[config.mk]
export PLATFORM = sky130hd
export DESIGN_NAME = mac_col_drain_flat
export DESIGN_NICKNAME = d
export VERILOG_FILES = /design/src/rtl/mac_col_drain_if.sv /design/src/rtl/mac_col_drain.sv /design/src/flat_wrapper.sv
export SDC_FILE = /design/constraint.sdc
export NUM_CORES = 1
export LEC_CHECK = 0
export BUFFER_PORTS_ARGS = -buffer_cell sky130_fd_sc_hd__buf_2
export CAP_MARGIN = 20
export CORE_MARGIN = 2
export CORE_UTILIZATION = 53
export DETAILED_ROUTE_END_ITERATION = 8
export PLACE_DENSITY = 0.84
export SYNTH_ARGS = -nofsm -noshare
export SYNTH_HDL_FRONTEND = slang
export SYNTH_SLANG_ARGS = --single-unit
[constraint.sdc]
create_clock -name clk -period 10.8 [get_ports clk]
set_input_delay 2.16 -clock clk [delete_from_list [all_inputs] [get_ports clk]]
set_output_delay 2.16 -clock clk [all_outputs]
set_load 0.05 [all_outputs]
[src/rtl/mac_col_drain_if.sv]
// AXI-Stream word channel that carries one serialized column result per packet.
interface mac_col_drain_if #(
  parameter int WY = 16
);
  logic [WY-1:0] tdata;
  logic          tvalid;
  logic          tready;
  logic          tlast;

  modport master (output tdata, output tvalid, output tlast, input tready);
  modport slave  (input tdata, input tvalid, input tlast, output tready);
endinterface

[src/rtl/mac_col_drain.sv]
// Drain side of a systolic MAC column: waits for each finished dot product,
// snapshots the R accumulators and streams them out as one AXIS packet.
module mac_col_drain #(
  parameter int R  = 4,
  parameter int WY = 16,
  parameter int LA = 1
) (
  input  logic            clk,
  input  logic            rstn,
  input  logic            en_in,
  input  logic            m_valid,
  input  logic            m_last,
  input  logic [R*WY-1:0] y,
  output logic            en_arr,
  output logic            stall,
  mac_col_drain_if.master m_axis
);

  localparam int            RW       = (R > 1) ? $clog2(R) : 1;
  localparam logic [RW-1:0] ROW_LAST = RW'(R - 1);

  logic [LA-1:0] sr;
  logic          tap;
  logic          captured;
  logic          bank_free;
  logic          capture;
  logic          last_row;
  logic [RW-1:0] row;
  logic [WY-1:0] bank [R];

  assign tap       = sr[LA-1];
  assign last_row  = (row == ROW_LAST);
  // The final beat's handshake frees the bank on the same edge, so a
  // waiting result can be captured without a bubble.
  assign bank_free = ~m_axis.tvalid | (m_axis.tready & last_row);
  assign capture   = tap & ~captured & bank_free;
  assign en_arr    = en_in & ~(tap & ~captured & ~bank_free);
  assign stall     = en_in & ~en_arr;

  // Result tracker: mirrors accumulator latency, advancing only on enabled edges
  generate
    if (LA == 1) begin : g_sr1
      always_ff @(posedge clk) begin
        if (!rstn)       sr <= '0;
        else if (en_arr) sr <= m_valid & m_last;
      end
    end else begin : g_srn
      always_ff @(posedge clk) begin
        if (!rstn)       sr <= '0;
        else if (en_arr) sr <= {sr[LA-2:0], m_valid & m_last};
      end
    end
  endgenerate

  // Capture and serializer control
  always_ff @(posedge clk) begin
    if (!rstn) begin
      captured      <= 1'b0;
      row           <= '0;
      m_axis.tvalid <= 1'b0;
    end else begin
      // A frozen array keeps the same result at the tap; remember it was taken.
      captured <= tap & ~en_arr & (captured | capture);
      if (capture) begin
        m_axis.tvalid <= 1'b1;
        row           <= '0;
      end else if (m_axis.tvalid && m_axis.tready) begin
        if (last_row) m_axis.tvalid <= 1'b0;
        else          row           <= row + RW'(1);
      end
    end
  end

  // Snapshot bank: data only, left unreset
  always_ff @(posedge clk) begin
    if (capture) begin
      for (int r = 0; r < R; r++) bank[r] <= y[r*WY +: WY];
    end
  end

  assign m_axis.tdata = bank[row];
  assign m_axis.tlast = last_row;

endmodule
[src/flat_wrapper.sv]
// flat-port wrapper written by rule: the top's interface ports become plain ports
module mac_col_drain_flat 
#(
  parameter int R  = 4,
  parameter int WY = 16,
  parameter int LA = 1
)
  (clk, rstn, en_in, m_valid, m_last, y, en_arr, stall, m_axis_tdata, m_axis_tvalid, m_axis_tlast, m_axis_tready);
  mac_col_drain_if #(.WY(WY)) m_axis_i ();
  input  logic clk;
  input  logic rstn;
  input  logic en_in;
  input  logic m_valid;
  input  logic m_last;
  input  logic [R*WY-1:0] y;
  output logic en_arr;
  output logic stall;
  output wire logic [$bits(m_axis_i.tdata)-1:0] m_axis_tdata;
  output wire logic [$bits(m_axis_i.tvalid)-1:0] m_axis_tvalid;
  output wire logic [$bits(m_axis_i.tlast)-1:0] m_axis_tlast;
  input wire logic [$bits(m_axis_i.tready)-1:0] m_axis_tready;
  assign m_axis_tdata = m_axis_i.tdata;
  assign m_axis_tvalid = m_axis_i.tvalid;
  assign m_axis_tlast = m_axis_i.tlast;
  assign m_axis_i.tready = m_axis_tready;
  mac_col_drain #(.R(R), .WY(WY), .LA(LA)) u_core (.clk(clk), .rstn(rstn), .en_in(en_in), .m_valid(m_valid), .m_last(m_last), .y(y), .en_arr(en_arr), .stall(stall), .m_axis(m_axis_i));
endmodule
Word level (Yosys, flattened, before mapping)
Memories as Yosys holds them, arrays and structs flattened. A register that Yosys moved wholly into a read port is not among the register bits.
Index checks and enable logic that the tools add are counted.
{"block": "word_totals", "regBits": 5, "latchBits": 0, "mem_bits_rw": 64, "rom_bits": 0, "in_bits": 70, "memories": 1}
{"name": "u_core.bank", "words": 4, "width": 16, "rd": 1, "rd_clocked_by_memory_dff": 1, "write_ports": 4, "line_no": "mac_col_drain.sv:29", "rtl": "logic [WY-1:0] bank [R];"}
{"block": "op_classes", "addsub": 1, "n_mul": 0, "div_mod_pow": 0, "order_cmp": 0, "eq_ne": 1, "n_shift": 0, "mux": 7, "bitwise_logic": 18, "reduce_logical": 6}
{"cell": "bitwise AND 1 bit", "n": 9}
{"cell": "NOT 1 bit", "n": 7}
{"cell": "2-to-1 mux 1 bit", "n": 5}
{"cell": "2-to-1 mux 2 bit", "n": 2}
{"cell": "AND reduction 2 bit", "n": 2}
{"cell": "nonzero test 2 bit", "n": 2}
{"cell": "adder 2 x 1 -> 2 bit (second input constant)", "n": 1}
{"cell": "== test 2 bit (second input constant)", "n": 1}
{"cell": "OR 1 bit", "n": 2}
{"cell": "OR reduction 2 bit", "n": 1}
{"cell": "logical AND 1 bit", "n": 1}

Logic depth before layout (Yosys ltp)
Gate-level depths: netlist of the first run.
{"block": "logic_depth", "depth_word": 10, "mapped_depth": 4, "mapped_depth_nobuf": 4}

Worst setup path before layout of the first run
OpenSTA, ideal clock, no wires.
{"block": "synth_path", "path_kind": "input to register", "startpoint": "in m_axis_tready", "endpoint": "mem u_core.bank[0][0] (enable)", "setup_ns": 0.487, "t_arrival_ns": 4.932, "setup_slack_ns": 5.381, "path_stages": 2, "path_buffers": 0, "cell_sequence": "a21boi_2 -> nor2_1"}
{"item": "start, declared", "line_no": "flat_wrapper.sv:21", "rtl": "input wire logic [$bits(m_axis_i.tready)-1:0] m_axis_tready;"}
{"item": "end, declared", "line_no": "mac_col_drain.sv:29"}

Worst setup path after layout of the first run
{"block": "layout_path", "startpoint": "in m_axis_tready", "endpoint": "out en_arr"}
{"block": "layout_between", "elab_chain_len": 6}
{"item": "bitwise AND 1 bit", "line_no": "mac_col_drain.sv:35", "rtl": "assign bank_free = ~m_axis.tvalid | (m_axis.tready & last_row);"}
{"item": "OR 1 bit", "line_no": "mac_col_drain.sv:35"}
{"item": "NOT 1 bit", "line_no": "mac_col_drain.sv:37", "rtl": "assign en_arr = en_in & ~(tap & ~captured & ~bank_free);"}
{"item": "bitwise AND 1 bit", "line_no": "mac_col_drain.sv:37"}
{"item": "NOT 1 bit", "line_no": "mac_col_drain.sv:37"}
{"item": "bitwise AND 1 bit", "line_no": "mac_col_drain.sv:37"}
{"item": "end, declared", "line_no": "flat_wrapper.sv:16", "rtl": "output logic en_arr;"}
Every way passes these cells.

==> impl_metrics.ini, run 1 <==
[power_and_ir_drop]
leakagePower_nw = 1.27
power_density_nw_per_um2 = 170
vdd_drop_max_mv = 0.134

[drt]
vias = 1408
wire_per_inst_um = 15.4
vias_per_cell = 5.01
antenna_left = 0
routed_wl_um = 4340
drc = 0
drt-initial-drc-count = 75
drtPass1Iterations = 4

[worst_hold_path]
worstHoldStart = u_core.row[1]
min_path_type = flop to flop
hold_depth = 2

[yosys]
synth_top_area_share_pct = 73.2
ys.warnings.count = 0
syn_nets = 183
synthArstFlopShare_pct = 0
synth_top_family_by_area = multiplexers
ys_seq_elements = 71
yosysTopAreaCell = edfxtp_1
synth_fa_ha_area_share_pct = 0.477
ys_top_cells_by_area = edfxtp_1, mux4_2, mux4_1
avgSynthCellArea_um2 = 23.4
synth_flop_cell = edfxtp_1
yosys.area_share.simple_pct = 2.67
synth.cell_area_um2 = 2630
synth_xor_area_share_pct = 0.334
synth_seq_area_share_pct = 78.6
synth-compound-area-share_pct = 1.43
synthDistinctLibCells = 22
synth-edff-count = 64
syn_inst = 112
synth_mux_area_share_pct = 15.0

[worst_setup_path]
ff2ff_path_depth = 4
rr_startpoint = u_core.row[0]
crit_top_cell = buf_2
cp_max_fo = 6
crit_start = m_axis_tready
path_class = input port to output pin
r2r-end = u_core.bank[2][5]
r2r_slack_ns = 8.54
slowest_stage = a21boi_2
critPathMaxStageDelay_ns = 0.28
required_ns = 8.64
worstSetupEndpointType = output pin
cp-start-kind = input port
worstPathArrival_ns = 3.02
crit_chain = buf_2 > a21boi_2 > nand2_1 > and2_1 > buf_2

[cts]
ctsRootBufferMaster = clkbuf_8
hold_buffers = 0
numCtsBuffers = 9
cts_setup_buffers = 0
clk_pin_slew_ns = 0.07
clock_path_buffers = 2
insertion_delay_ns = 0.34
htree_levels = 3
cts-resized-gates = 0
cts.sinks = 71
cts_tree = done

[placed_design]
dp_hpwl_um = 3050
place_ws_ns = 5.62
gp_congestion = 0.713
io_buffers = 89

[sta]
min_period_over_period_pct = 48.0
finalHoldViolCount = 0
tightest_slew_ns = 0.991
slew_viol_final = 0
post-route-min-period_ns = 5.18
fin_skew_ns = 0.00581
setup_tns_ns = 0
max-slew-margin-rel_pct = 33.8
fmax_mhz = 193
setup_slack_ns = 5.62
finalSetupViolations = 0
rsz0062_at_grt = false
timing.hold.ws_ns = 0.545

[cells_and_area]
regArea_um2 = 2060
multi_input_area_um2 = 529
layout-drive-gt1-share_pct = 53.7
nets = 280
syn_to_final_growth_pct = 27.0
diodes = 0
fillCellCount = 328

[global_route]
grt_start_max_net_pins = 34
grt-ovfl-total = 0
grt_pass1_vias = 1413
antenna_found_initial = 0
track_usage_pct = 16.7
grt_pass1_wl_um = 6380

[floorplan]
coreArea_um2 = 4750
die_h_um = 74.4
die_x_um = 74.4
dieArea_um2 = 5530
start_util_pct = 55.2
io-pin-count = 90
rows = 25

[outcome]
status = completed

[run]
drv_cap = 0
## critical path, delay by kind of cell
kind	cells	cell delay [ns]
AO/OA/AOI/OAI	1	0.28
buffers and inverters	2	0.32
AND/OR/NAND/NOR	2	0.26
## registers in the layout (all words and copies together) (netlist names), named ones only
name / count
u_core.m_axis.tvalid: 1
u_core.row: 2
u_core.bank: 64
u_core.captured: 1
u_core.sr: 1
## cells in the mapped netlist, types with 2 or more instances
library cell / count
nand2b_1: 2
nor2b_1: 2
mux4_2: 10
and3_1: 2
nor2_1: 4
buf_2: 2
mux4_1: 6
edfxtp_1: 64
dfxtp_1: 7
## worst max-delay path by stage
stage                             end  slack [ns]  cells past startpoint
finish                         en_arr        5.62                      5
global route                   en_arr        5.55                      5
CTS                            en_arr        5.62                      5
detailed placement             en_arr        5.62                      5
global placement               en_arr        5.64                      5
floorplan           u_core.bank[0][0]        5.38                      2
## layout by cell type, fill, tap and decap left out, types with 2 or more instances in the layout
cell type  netlist  routed
nand2b_1         2       2
buf_2            2      89
nor2b_1          2       2
mux4_2          10      10
clkinv_2         0       2
nor2_1           4       3
clkbuf_8         0       9
edfxtp_1        64      64
mux4_1           6       6
clkbuf_1         0       3
bufinv_16        0       2
and3_1           2       2
dfxtp_1          7       7
## kinds of logic (layout without fill, tap and decap cells)
kind of cell | Yosys count | count (layout)
AOI/OAI and AO/OA | 5 | 5
xor gates and xnor gates | 1 | 1
adders and majority gates | 1 | 1
buffers and inverters | 4 | 106
DFF | 71 | 71
muxes | 17 | 17
and+or+nand+nor | 13 | 13
## through the flow
stage	std cells	utilization (%)	power (mW)	instance area [um^2]
global route	281	70.1	0.586	3330
global placement	265	65.8	0.352	3130
CTS	281	70.1	0.572	3330
floorplan	112	-	0.337	2630
finish	281	70.1	0.566	3330
detailed placement	265	65.8	0.353	3130
## metal layers
metal	vias up	part of all wire (%)	track usage (%)
met1	667	40	18.2
met2	73	47	27.6
met3	6	12	8.13
met4	0	1.1	7.74
met5	-	0	0
li1	662	-	-
## cell type report
type                    instances  share of cell area, %
clock buffers                  12                   4.05
clock inverters                 4                   2.10
multi-input cells              37                   15.9
flip-flops and latches         71                   61.9
well taps                      67                   2.52
repair buffers                 90                   13.6
## power by group
| part | switching, mW | total, mW | internal, mW |
|---|---|---|---|
| sequential | 0.00275 | 0.311 | 0.308 |
| combinational | 0.0205 | 0.0361 | 0.0156 |
| clock | 0.0893 | 0.219 | 0.130 |
| total | 0.112 | 0.566 | 0.453 |
Note: power is estimated with default switching activity, not from simulation.
==> run 2: changes to the inputs <==
- CORE_UTILIZATION: 53 -> 49
- PLACE_DENSITY: 0.84 -> 0.78
- clock period: 10.8 -> 5 ns (I/O delays scaled with it)
==> run 2 against run 1 <==
Clock power up 98%. Utilization fell by 5.5 points. Sequential power up 120%. Global-route usage is 1.1 points lower. Die area rose by 7.7%. Hold slack better by 0.017 ns. Count of clock-buffer cells in the layout shrank 2. Via count is 0.57% lower. First-iteration DRC count up 13%. Clock skew up 0.00055 ns. Critical path depth down 3. Register-to-register slack got worse by 5.7 ns. Highest routed layer is now met5.
==> impl_metrics.ini, run 2 (synthesis results as in run 1) <==
[outcome]
status = completed

[worst_setup_path]
cp_max_fo = 16
r2r_slack_ns = 2.79
worstPathArrival_ns = 2.21
critical_path.top_delay_family = flip-flops
required_ns = 4.00
worstSetupEndpointType = output pin
cp-start-kind = flop
critPathBufInv = 1
slowest_stage = dfxtp_1
crit_chain = mux4_1 > buf_2
path_class = flop to output pin
critPathMaxStageDelay_ns = 0.97

[cells_and_area]
diodes = 0
largest_reg_flops = 64
nets = 280
final_area_um2 = 3320
layout_common_cells = buf_2, edfxtp_1, mux4_2
mostFrequentLayoutCell = buf_2
stdcell_count = 284
syn_to_final_growth_pct = 26.5
top_register = u_core.bank
fin_util_pct = 64.6
layout-drive-gt1-share_pct = 54.2
reg_top3 = u_core.bank x64, u_core.row x2

[drt]
wire_per_inst_um = 15.3
routed_wl_um = 4330
vias = 1400
vias_per_cell = 4.93
drt-initial-drc-count = 85
antenna_left = 0
drc = 0
drtPass1Iterations = 4

[floorplan]
coreArea_um2 = 5140
rows = 26
dieArea_um2 = 5960
start_util_pct = 51.1
die_h_um = 77.2
io-pin-count = 90
die_x_um = 77.2

[cts]
clk_pin_slew_ns = 0.07
cts_tree = done
cts-resized-gates = 0
clock_path_buffers = 2
insertion_delay_ns = 0.34
htree_levels = 3
hold_buffers = 0
cts_setup_buffers = 0
ctsRootBufferMaster = clkbuf_8
numCtsBuffers = 9
cts.sinks = 71

[power_and_ir_drop]
p_switching_uw = 255
vdd_drop_max_mv = 0.191
pwr-share-seq_pct = 56.8
finalPower_mw = 1.18
swShare_pct = 21.6
intPower_uw = 926
leakagePower_nw = 1.25
power_density_nw_per_um2 = 356
clockPowerShare_pct = 36.6
pwr-share-comb_pct = 6.6

[sta]
finalSetupViolations = 0
slew_viol_final = 0
min_period_over_period_pct = 64.3
setup_slack_ns = 1.79
finalHoldViolCount = 0
timing.hold.ws_ns = 0.562
max-slew-margin-rel_pct = 33.9
fmax_mhz = 311
post-route-min-period_ns = 3.21
setup_tns_ns = 0
fin_skew_ns = 0.00636
tightest_slew_ns = 0.989
rsz0062_at_grt = false

[placed_design]
io_buffers = 89
dp_hpwl_um = 2980
place_ws_ns = 2.06
post_dp_cell_area_um2 = 3130
dp.cells = 268
gp_congestion = 0.691

[global_route]
grt-ovfl-total = 0
grt_start_max_net_pins = 35
antenna_found_initial = 1
grt_pass1_vias = 1445
track_usage_pct = 15.7
grt_pass1_wl_um = 6860

[run]
drv_cap = 0

[worst_hold_path]
min_path_type = flop to flop
## run 2: cell count changes in the layout (fill, tap and decap cells not counted)
cell / before / now
bufinv_16: 2 / 1
clkinv_2: 2 / 1
clkinvlp_4: 0 / 3
clkbuf_1: 3 / 1
clkinv_1: 0 / 1
## run 2: worst paths after layout
kind            startpoint  cells past startpoint           endpoint
max                   flop                      2    m_axis_tdata[1]
min          u_core.row[1]                      2      u_core.row[1]
min reg2reg  u_core.row[1]                      2      u_core.row[1]
max reg2reg  u_core.row[0]                      4  u_core.bank[0][0]
## run 2: cell type report
| cell class | instances | area (um^2) |
|---|---|---|
| clock buffers | 10 | 128 |
| fillers | 382 | 1820 |
| multi-input cells | 37 | 529 |
| well taps | 70 | 87.6 |
| clock inverters | 6 | 61.3 |
| repair buffers | 90 | 453 |
| flip-flops and latches | 71 | 2060 |
## run 2: routing by layer
metal | global-route usage [%] | routed length (um) | share of wire, %
met5 | 0 | 11 | 0.25
met4 | 6.96 | 53 | 1.2
met3 | 8.35 | 465 | 11
met2 | 23.0 | 1960 | 45
met1 | 19.3 | 1840 | 43
## run 2: worst register-to-register path, cell delays in order (launching register included)
cell      delay [ns]
dfxtp_1         0.36
ha_1            0.21
a21boi_2        0.13
nor2_4          0.66
buf_4           0.51
## run 2: power groups by stage
stage	Clock, mW	Sequential, mW	Combinational (mW)
after detailed placement	0	0.684	0.0788
after floorplan	0	0.683	0.0440
final	0.433	0.671	0.0778
after CTS	0.446	0.671	0.0791
after global routing	0.468	0.672	0.0841
after global placement	0	0.684	0.0765
